### config.mk
export PLATFORM = sky130hd
export DESIGN_NAME = systolic_feeder
export DESIGN_NICKNAME = d
export VERILOG_FILES = /design/src/rtl/systolic_feeder_pkg.sv /design/src/rtl/systolic_feeder_skew_lane.sv /design/src/rtl/systolic_feeder.sv
export SDC_FILE = /design/constraint.sdc
export NUM_CORES = 1
export LEC_CHECK = 0
export CAP_MARGIN = 20
export CORE_MARGIN = 4
export CORE_UTILIZATION = 35
export CTS_BUF_LIST = sky130_fd_sc_hd__clkbuf_8
export DETAILED_ROUTE_END_ITERATION = 16
export PLACE_DENSITY = 0.53
export SETUP_SLACK_MARGIN = 0.2
export SLEW_MARGIN = 5
export SYNTH_ARGS = -nofsm -noshare
export SYNTH_HDL_FRONTEND = slang
export SYNTH_SLANG_ARGS = --single-unit
### constraint.sdc
create_clock -name clk -period 2.8 [get_ports clk]
set_clock_uncertainty 0.15 [all_clocks]
set_input_delay 0.7 -clock clk [delete_from_list [all_inputs] [get_ports clk]]
set_output_delay 0.7 -clock clk [all_outputs]
set_load 0.01 [all_outputs]
### src/rtl/systolic_feeder_pkg.sv
// Shared types and helpers for the systolic feeder: FSM state enum, default
// sizes, and the diagonal-skew index function used by every lane.
package systolic_pkg;

  localparam int unsigned DATA_W_DEF = 8;
  localparam int unsigned N_DEF      = 4;

  typedef enum logic [2:0] {
    IDLE,
    CLEAR,
    STREAM,
    DRAIN,
    FIN
  } state_t;

  typedef struct packed {
    logic        valid;
    logic [31:0] idx;
  } skew_t;

  // Lane `lane` carries element (t - lane) of its vector while 0 <= t-lane < n.
  function automatic skew_t skew_idx(input logic [31:0] t,
                                     input logic [31:0] lane,
                                     input logic [31:0] n);
    skew_t r;
    r.valid = (t >= lane) && ((t - lane) < n);
    r.idx   = r.valid ? (t - lane) : '0;
    return r;
  endfunction

endpackage

### src/rtl/systolic_feeder_skew_lane.sv
// One skewed output lane: registers element (t - LANE) of its stored vector,
// or zero outside the diagonal window or when not enabled.
module systolic_skew_lane
  import systolic_pkg::*;
#(
  parameter int unsigned DATA_W = DATA_W_DEF,
  parameter int unsigned N      = N_DEF,
  parameter int unsigned T_W    = 3,
  parameter int unsigned LANE   = 0
) (
  input  logic                  clk,
  input  logic                  rst,
  input  logic                  i_en,
  input  logic [T_W-1:0]        i_t,
  input  logic [N*DATA_W-1:0]   i_vec,
  output logic [DATA_W-1:0]     o_lane
);

  logic [31:0]       w_t32;
  skew_t             w_sk;
  logic [DATA_W-1:0] w_elem;

  assign w_t32 = {{(32-T_W){1'b0}}, i_t};
  assign w_sk  = skew_idx(w_t32, 32'(LANE), 32'(N));

  always_comb begin
    w_elem = '0;
    for (int unsigned k = 0; k < N; k++) begin
      if (w_sk.valid && (w_sk.idx == k)) w_elem = i_vec[k*DATA_W +: DATA_W];
    end
  end

  always_ff @(posedge clk) begin
    if (rst)       o_lane <= '0;
    else if (i_en) o_lane <= w_elem;
    else           o_lane <= '0;
  end

endmodule

### src/rtl/systolic_feeder.sv
// Operand feeder for an NxN output-stationary systolic MAC array: buffers A and
// B, then clears the array and streams skewed A rows / B columns.
// Build option: SYSTOLIC_FEEDER_BCOL_EN makes B loads column-wise.
module systolic_feeder
  import systolic_pkg::*;
#(
  parameter int unsigned DATA_W    = DATA_W_DEF,
  parameter int unsigned N         = N_DEF,
  parameter int unsigned DRAIN_CYC = 4
) (
  input  logic                   clk,
  input  logic                   rst,
  input  logic                   ld_valid,
  output logic                   ld_ready,
  input  logic                   ld_mat,
  input  logic [$clog2(N)-1:0]   ld_row,
  input  logic [N*DATA_W-1:0]    ld_data,
  input  logic                   go,
  output logic                   busy,
  output logic                   arr_clr,
  output logic                   out_valid,
  output logic [N*DATA_W-1:0]    a_lanes,
  output logic [N*DATA_W-1:0]    b_lanes,
  output logic                   done
);

  localparam int unsigned T_W   = $clog2(2*N);
  localparam int unsigned D_W   = (DRAIN_CYC > 1) ? $clog2(DRAIN_CYC) : 1;
  localparam logic [T_W-1:0] T_END = T_W'(2*N-1);
  localparam logic [D_W-1:0] D_END = D_W'(DRAIN_CYC-1);

  state_t                       r_state;
  logic [T_W-1:0]               r_t;
  logic [D_W-1:0]               r_dcnt;
  logic                         r_ld_ready;
  logic                         r_busy;
  logic                         r_arr_clr;
  logic                         r_out_valid;
  logic                         r_done;
  logic [1:0][N-1:0]            r_loaded;
  logic [N-1:0][N*DATA_W-1:0]   r_a;
  logic [N-1:0][N*DATA_W-1:0]   r_b;
  logic [N-1:0][N*DATA_W-1:0]   w_bcol;
  logic                         w_ld_fire;
  logic                         w_lane_en;

  assign w_ld_fire = ld_valid && r_ld_ready;

  always_ff @(posedge clk) begin
    if (rst) begin
      r_a      <= '0;
      r_b      <= '0;
      r_loaded <= '0;
    end else if (r_state == FIN) begin
      r_loaded <= '0;
    end else if (w_ld_fire) begin
      r_loaded[ld_mat][ld_row] <= 1'b1;
      if (!ld_mat) r_a[ld_row] <= ld_data;
`ifdef SYSTOLIC_FEEDER_BCOL_EN
      else begin
        for (int unsigned k = 0; k < N; k++)
          r_b[k][ld_row*DATA_W +: DATA_W] <= ld_data[k*DATA_W +: DATA_W];
      end
`else
      else r_b[ld_row] <= ld_data;
`endif
    end
  end

  // r_t is the stream index the lanes will present after the next edge, so the
  // lane registers are loaded one cycle ahead from CLEAR onward.
  always_ff @(posedge clk) begin
    if (rst) begin
      r_state     <= IDLE;
      r_t         <= '0;
      r_dcnt      <= '0;
      r_ld_ready  <= 1'b1;
      r_busy      <= 1'b0;
      r_arr_clr   <= 1'b0;
      r_out_valid <= 1'b0;
      r_done      <= 1'b0;
    end else begin
      r_arr_clr <= 1'b0;
      r_done    <= 1'b0;
      unique case (r_state)
        IDLE: begin
          if (go && (&r_loaded)) begin
            r_state    <= CLEAR;
            r_ld_ready <= 1'b0;
            r_busy     <= 1'b1;
            r_arr_clr  <= 1'b1;
            r_t        <= '0;
          end
        end
        CLEAR: begin
          r_state     <= STREAM;
          r_out_valid <= 1'b1;
          r_t         <= r_t + T_W'(1);
        end
        STREAM: begin
          if (r_t == T_END) begin
            r_state <= DRAIN;
            r_dcnt  <= '0;
          end else begin
            r_t <= r_t + T_W'(1);
          end
        end
        DRAIN: begin
          if (r_dcnt == D_END) begin
            r_state     <= FIN;
            r_busy      <= 1'b0;
            r_out_valid <= 1'b0;
            r_done      <= 1'b1;
          end else begin
            r_dcnt <= r_dcnt + D_W'(1);
          end
        end
        FIN: begin
          r_state    <= IDLE;
          r_ld_ready <= 1'b1;
        end
        default: r_state <= IDLE;
      endcase
    end
  end

  assign w_lane_en = (r_state == CLEAR) || ((r_state == STREAM) && (r_t != T_END));

  for (genvar j = 0; j < N; j++) begin : g_bcol
    for (genvar k = 0; k < N; k++) begin : g_elem
      assign w_bcol[j][k*DATA_W +: DATA_W] = r_b[k][j*DATA_W +: DATA_W];
    end
  end

  for (genvar g = 0; g < N; g++) begin : g_lane
    systolic_skew_lane #(.DATA_W(DATA_W), .N(N), .T_W(T_W), .LANE(g)) u_a_lane (
      .clk    (clk),
      .rst    (rst),
      .i_en   (w_lane_en),
      .i_t    (r_t),
      .i_vec  (r_a[g]),
      .o_lane (a_lanes[g*DATA_W +: DATA_W])
    );
    systolic_skew_lane #(.DATA_W(DATA_W), .N(N), .T_W(T_W), .LANE(g)) u_b_lane (
      .clk    (clk),
      .rst    (rst),
      .i_en   (w_lane_en),
      .i_t    (r_t),
      .i_vec  (w_bcol[g]),
      .o_lane (b_lanes[g*DATA_W +: DATA_W])
    );
  end

  assign ld_ready  = r_ld_ready;
  assign busy      = r_busy;
  assign arr_clr   = r_arr_clr;
  assign out_valid = r_out_valid;
  assign done      = r_done;

endmodule

==> impl_metrics.csv, run 1 <==
group,metric,value,unit
timing,finalSetupViolCount,0,
place,dp_hpwl,25800,µm
worst_setup_path,r2r_slack,340,ps
yosys,yosysSeqAreaShare,50.3,%
power_and_ir_drop,power_leakage,5.64,nW
clock_network,hold_buffers,0,
layout,final_area,0.0166,mm²
run_status,status,"finished clean",
grt,gr-total-overflow,0,
power_and_ir_drop,p_switching,0.00266,W
timing,final_hold_viol_count,0,
grt,grt_pass1_vias,10930,
worst_setup_path,cp.depth,1,
yosys,synthMuxAreaShare,4.37,%
die,rows,71,
route,wl_met2,21500,µm
layout,nNetsFinal,1767,
route,wl,44800,µm
layout,layout_common_cells,"nand2_1 (533), dfxtp_1 (340), a21oi_1 (294), clkdlybuf4s50_1 (106), clkbuf_8 (75)",
timing,setup_tns,0,ps
worst_hold_path,holdCritPathClass,"in2reg",
route,top_layer,"met4",
clock_network,numCtsBuffers,58,
die,start_util,35.8,%
worst_setup_path,cp_slowest_cell,"clkdlybuf4s50_1",
place,post_dp_cell_area,0.0153,mm²
yosys,ys.flop_type,"dfxtp_1",
power_and_ir_drop,seqPwrFrac,46.9,%
yosys,synth_warnings,0,
grt,grt_max_degree,144,
yosys,syn_nets,1691,
worst_setup_path,cpLargestDelayFamily,"buffers and inverters",
place,gp_congestion,0.819,
yosys,synthAdderAreaFrac,1.01,%
timing,post-route-period-util,89.3,%
yosys,yosys.area_share.simple,22.3,%
yosys,synth_enable_flop_cells,0,
die,core_area,0.0379,mm²
worst_setup_path,cp.required,1950,ps
timing,post-route-min-period,2500,ps
yosys,synthCells,1641,
grt,antenna_found_initial,1,
layout,antenna_cells_inserted,0,
yosys,synth_cell_types,55,
route,drtAntennaViolNets,0,
worst_setup_path,r2r_end,"g_lane[1].u_a_lane.o_lane[1]",
clock_network,clk_path_buf_depth,3,
timing,slew_viol_final,0,
yosys,syn_area,0.0136,mm²
clock_network,cts_max_level,2,
route,routed_via_density,5.11,
grt,grtUsageTotal,21.0,%
die,num_io_pins,108,
layout,final_layout_size_suffix_gt1_share,12.7,%
timing,hold_ws,248,ps
clock_network,clock_latency,650,ps
worst_setup_path,cp_cell_sequence,"clkdlybuf4s50_1",
worst_setup_path,cp-endpoint,"ld_ready",
worst_setup_path,slowest_delay,580,ps
route,drcViolationCount,0,
worst_setup_path,startpoint,"ld_ready",
worst_setup_path,criticalPathCategory,"reg2out",
route,wl_per_cell,19.7,µm
worst_setup_path,cp_max_fo,6,
die,die_area,0.0420,mm²
flow_run,max-cap-violations,0,
route,drtPass1Iterations,5,
route,vias,11624,
power_and_ir_drop,vdd_drop_max,310,µV
layout,final_common_cell,"nand2_1",
place,portBuffers,107,
clock_network,cts-root-buf,"clkbuf_8",
worst_setup_path,r2r_start,"r_t[2]",
yosys,async_flop_share,0,%
die,chipWidth,205,µm
worst_setup_path,end_kind,"primary output",
power_and_ir_drop,sw_frac_of_total,25.0,%
worst_setup_path,path_buf_inv,1,
yosys,synth-compound-area-share,15.9,%
power_and_ir_drop,clkPwrFrac,45.4,%
timing,rsz0062_at_grt,"true",
clock_network,clk_pin_slew,70,ps
worst_setup_path,arrival,1650,ps
power_and_ir_drop,p_per_area,640,mW/mm²
yosys,ys_ff_latch,341,
timing,tightest_slew,718,ps
route,drt-met1-wl,19200,µm
grt,grt_pass1_wl,67400,µm
route,drtIter0Drc,1036,
place,place_inst,2168,
timing,slew_headroom,52.0,%
worst_setup_path,cp-start-kind,"flip-flop",
power_and_ir_drop,internal_power,0.00798,W
clock_network,numClockSinks,341,
timing,fmax,400,MHz
layout,area_growth,22.3,%
clock_network,cts_tree,"yes",
yosys,synth_xor_area_share,0.0645,%
worst_setup_path,worst-r2r-cell-count,6,
yosys,synth.avg_cell_area,8.28,µm²
power_and_ir_drop,combPwrFrac,7.6,%
route,wl_met3,2860,µm
layout,finalNonFillerCells,2273,
die,die_h,205,µm
yosys,synth_top_family_by_area,"simple AND/OR/NAND/NOR gates",
## Yosys cell counts (2+ instances only)
cell      instances  area share [%]
a211oi_1         17            0.94
a21oi_1         294              11
a22oi_1          33             1.8
a31oi_1           3            0.14
and2_1           17            0.78
and3_1            4            0.18
buf_1             2           0.055
buf_2            84             3.1
buf_4            11            0.61
buf_6             7            0.58
clkbuf_1         56             1.5
dfxtp_1         341              50
ha_1             11             1.0
inv_1             4            0.11
inv_2             2           0.055
mux2_2           18             1.5
mux2i_1           3            0.22
mux4_2           16             2.7
nand2_1         534              15
nand2b_1          9            0.41
nand3_1           3            0.11
nand3b_2          2            0.17
nand4_1           2           0.092
nand4b_1          2            0.13
nor2_1           39             1.1
nor2b_1           4            0.18
nor3_1            3            0.11
nor3_2            7            0.52
nor3b_1           2            0.11
nor3b_2           4            0.37
nor4_1           32             1.5
nor4_4            2            0.31
o21a_1           12            0.66
o21ai_0           4            0.15
o22ai_1          18            0.83
or2_0            11            0.51
or2_1             4            0.18
or2_2             2           0.092
or3_1             6            0.28
## sequential cells by signal (all words and copies together), names as in the netlist
register                cells
arr_clr                     1
busy                        1
done                        1
g_lane.u_a_lane.o_lane     32
g_lane.u_b_lane.o_lane     32
ld_ready                    1
out_valid                   1
r_a                       128
r_b                       128
r_dcnt                      2
r_loaded                    8
r_state                     3
r_t                         3
## layout make-up
cell class	instances	area (µm²)
timing repair buffer	177	1850
fill	3807	21300
tap	511	639
clock buffer	75	1030
multi-input combinational	1133	6000
inverter	6	22.5
sequential	341	6830
clock inverter	30	235
## cells by family after synthesis
family / Yosys count
simple gates: 695
compound gates: 389
flops: 341
buf+inv: 167
mux: 37
fa+ha+maj: 11
xor+xnor: 1
## routing by layer
layer	global-route usage [%]	vias up
met5	0	-
met4	6.29	0
met3	3.48	74
met2	35.3	371
met1	27.9	5538
li1	-	5641
## worst reg2reg max path: cells and delay by family (launching register included)
family,cells,cell delay [ps]
AO/OA/AOI/OAI,2,610
flip-flops,1,460
buffers and inverters,2,450
AND/OR/NAND/NOR,1,380
adder cells (fa/ha/maj),1,250
## power by group through the flow
| stage | logic [W] | registers (W) | clock network, W |
|---|---|---|---|
| after floorplan | 0.000475 | 0.00508 | 0 |
| after global placement | 0.000798 | 0.00509 | 0 |
| after detailed placement | 0.000805 | 0.00510 | 0 |
| after CTS | 0.000807 | 0.00499 | 0.00496 |
| after global routing | 0.000863 | 0.00500 | 0.00518 |
| final | 0.000811 | 0.00499 | 0.00483 |
## stage by stage
| stage | total power, W | worst slack, ps | utilization, % |
|---|---|---|---|
| finish | 0.0106 | 299 | 43.8 |
| global route | 0.0110 | 152 | 43.8 |
| CTS | 0.0108 | 241 | 43.7 |
| detailed placement | 0.00590 | 130 | 40.4 |
| global placement | 0.00589 | 140 | 40.4 |
| floorplan | 0.00555 | 250 | - |
## how the worst min path moves through the flow
stage / from / endpoint / slack, ps / cells past startpoint
2_1_floorplan: r_loaded[1] / r_loaded[1] / 280 / 2
6_report: rst / r_state[1] / 250 / 4
5_1_grt: rst / r_state[1] / 240 / 4
4_1_cts: rst / r_state[1] / 190 / 4
3_3_place_gp: busy / busy / 280 / 2
3_5_place_dp: busy / busy / 290 / 2
## what timing repair did
action	4_1_cts	5_1_grt
buffers inserted	0	0
resized for setup	0	5
endpoints found under the hold margin	0	0
endpoints found under the setup margin	0	17
(Power assumes the default switching activity.)
==> inputs of run 2 (changes only) <==
Settings changed: PLACE_DENSITY 0.53 to 0.54.
Clock period 2.8 ns to 2.2 ns, I/O delays scaled along.
==> impl_metrics.csv, run 2 (synthesis gave the netlist of run 1 again) <==
group,metric,value,unit
run_status,status,"finished clean",
timing,post-route-min-period,2150,ps
route,drtAntennaViolNets,0,
worst_hold_path,holdCritPathClass,"in2reg",
clock_network,cts_max_level,2,
route,drtPass1Iterations,5,
grt,grt_max_degree,133,
route,routed_via_density,5.12,
power_and_ir_drop,power_leakage,6.64,nW
layout,regArea,0.00683,mm²
clock_network,numClockSinks,341,
die,num_io_pins,108,
clock_network,clock_latency,630,ps
worst_setup_path,worst-r2r-cell-count,8,
die,start_util,35.8,%
timing,tightest_slew,766,ps
grt,antenna_found_initial,0,
place,pre_cts_ws,-237,ps
clock_network,cts-root-buf,"clkbuf_8",
route,wl,46200,µm
timing,setup_tns,0,ps
timing,rsz0062_at_grt,"true",
layout,layout_common_cells,"nand2_1 (528), dfxtp_1 (337), a21oi_1 (274), buf_4 (97), clkbuf_8 (82)",
layout,multi_input_area,0.00694,mm²
layout,fill_cells,3636,
worst_setup_path,r2r_end,"g_lane[1].u_a_lane.o_lane[3]",
worst_setup_path,arrival,2520,ps
die,die_area,0.0420,mm²
timing,final_hold_viol_count,0,
layout,final_area,0.0185,mm²
layout,final_common_cell,"nand2_1",
clock_network,clk_path_buf_depth,3,
timing,finalSetupViolCount,0,
worst_setup_path,cp_max_fo,16,
place,post_dp_cell_area,0.0159,mm²
worst_hold_path,hold_path_startpoint,"rst",
worst_setup_path,cp-start-kind,"flip-flop",
layout,nNetsFinal,1861,
clock_network,numCtsBuffers,58,
route,vias,12095,
die,chipWidth,205,µm
power_and_ir_drop,vdd_drop_max,445,µV
grt,grtUsageTotal,21.6,%
layout,top_regs,"r_a (128), r_b (128)",
layout,area_growth,36.3,%
timing,post-route-period-util,97.8,%
layout,antenna_cells_inserted,0,
die,die_h,205,µm
power_and_ir_drop,fin_total_pwr,0.0136,W
place,dp_hpwl,27100,µm
timing,setup_ws,49.3,ps
clock_network,clk_pin_slew,60,ps
timing,slew_viol_final,0,
grt,gr-total-overflow,0,
grt,grt_pass1_vias,11808,
clock_network,hold_buffers,0,
worst_setup_path,criticalPathCategory,"reg2reg",
clock_network,cts_tree,"yes",
route,drtIter0Drc,915,
route,drcViolationCount,0,
worst_setup_path,r2r_slack,50,ps
layout,final_layout_size_suffix_gt1_share,23.4,%
place,portBuffers,107,
place,gp_congestion,0.809,
worst_setup_path,end_kind,"flip-flop",
worst_hold_path,hold_depth,4,
route,wl_per_cell,19.5,µm
worst_setup_path,cp.required,2570,ps
worst_setup_path,r2r_start,"r_t[1]",
worst_hold_path,whs_endpoint,"r_state[1]",
timing,hold_ws,111,ps
timing,fmax,465,MHz
power_and_ir_drop,p_per_area,735,mW/mm²
die,rows,71,
grt,grt_pass1_wl,70400,µm
timing,slew_headroom,48.9,%
die,core_area,0.0379,mm²
flow_run,max-cap-violations,0,
[run 2: cell types whose count changed in the layout (fill, tap and decap cells not counted), moves of 17 or more]
cell / previous run / this run
buf_4: 50 / 97
a21oi_1: 294 / 274
clkdlybuf4s50_1: 106 / 37
nor4_1: 31 / 3
buf_6: 1 / 22
nor4_2: 1 / 19
dlygate4sd2_1: 0 / 61
o22ai_1: 18 / 1
[run 2: worst max path at each step]
stage | from | cells past startpoint | slack, ps | end
after detailed placement | ld_valid | 7 | -240 | r_b[31]
after global routing | r_t[1] | 10 | -40 | g_lane[3].u_b_lane.o_lane[1]
after CTS | r_t[0] | 10 | 20 | g_lane[3].u_a_lane.o_lane[3]
after floorplan | r_t[0] | 10 | 80 | g_lane[3].u_a_lane.o_lane[0]
after global placement | ld_mat | 6 | -210 | r_a[20]
final | r_t[1] | 8 | 50 | g_lane[1].u_a_lane.o_lane[3]
[run 2: critical path: stages, from the launching register on]
cell	delay (ps)
dfxtp_4	360
buf_6	100
clkinvlp_4	150
ha_2	230
buf_4	130
or2_4	370
nor4_2	320
nor4_4	80
buf_4	150
[run 2: metal layers]
| metal | vias up | share of wire, % | track usage, % |
|---|---|---|---|
| li1 | 5824 | - | - |
| met1 | 5862 | 44 | 28.2 |
| met2 | 338 | 48 | 36.2 |
| met3 | 71 | 4.9 | 3.13 |
| met4 | 0 | 3.5 | 8.95 |
| met5 | - | 0 | 0 |
[run 2: final cells by class]
cell class | count | share of cell area [%]
clock inverters | 20 | 0.433
inverters | 6 | 0.169
clock buffers | 82 | 6.10
multi-input cells | 1133 | 37.5
flip-flops and latches | 341 | 36.9
well taps | 511 | 3.45
repair buffers | 271 | 15.4
[run 2: stage by stage]
stage | utilization (%) | instances
final | 48.8 | 2364
after global routing | 48.8 | 2364
after CTS | 47.8 | 2350
after detailed placement | 42.0 | 2223
after global placement | 42.0 | 2223
after floorplan | - | 1641
[run 2: report_power, final]
part,total [W],internal [W],switching (W)
clock network,0.00584,0.00326,0.00258
logic,0.00142,0.000589,0.000832
registers,0.00635,0.00629,0.0000653
total,0.0136,0.0101,0.00348
[run 2: what timing repair did]
action,in CTS,in global routing
cloned,4,1
resized for setup,236,63
setup endpoints to repair,132,236
setup buffers,21,13
pin swaps,46,31
==> inputs of run 3 (changes only) <==
Settings changed: SLEW_MARGIN 5 to 20.
==> results of run 3 <==
No change in the layout: final DEF, timing and power equal those of run 2.
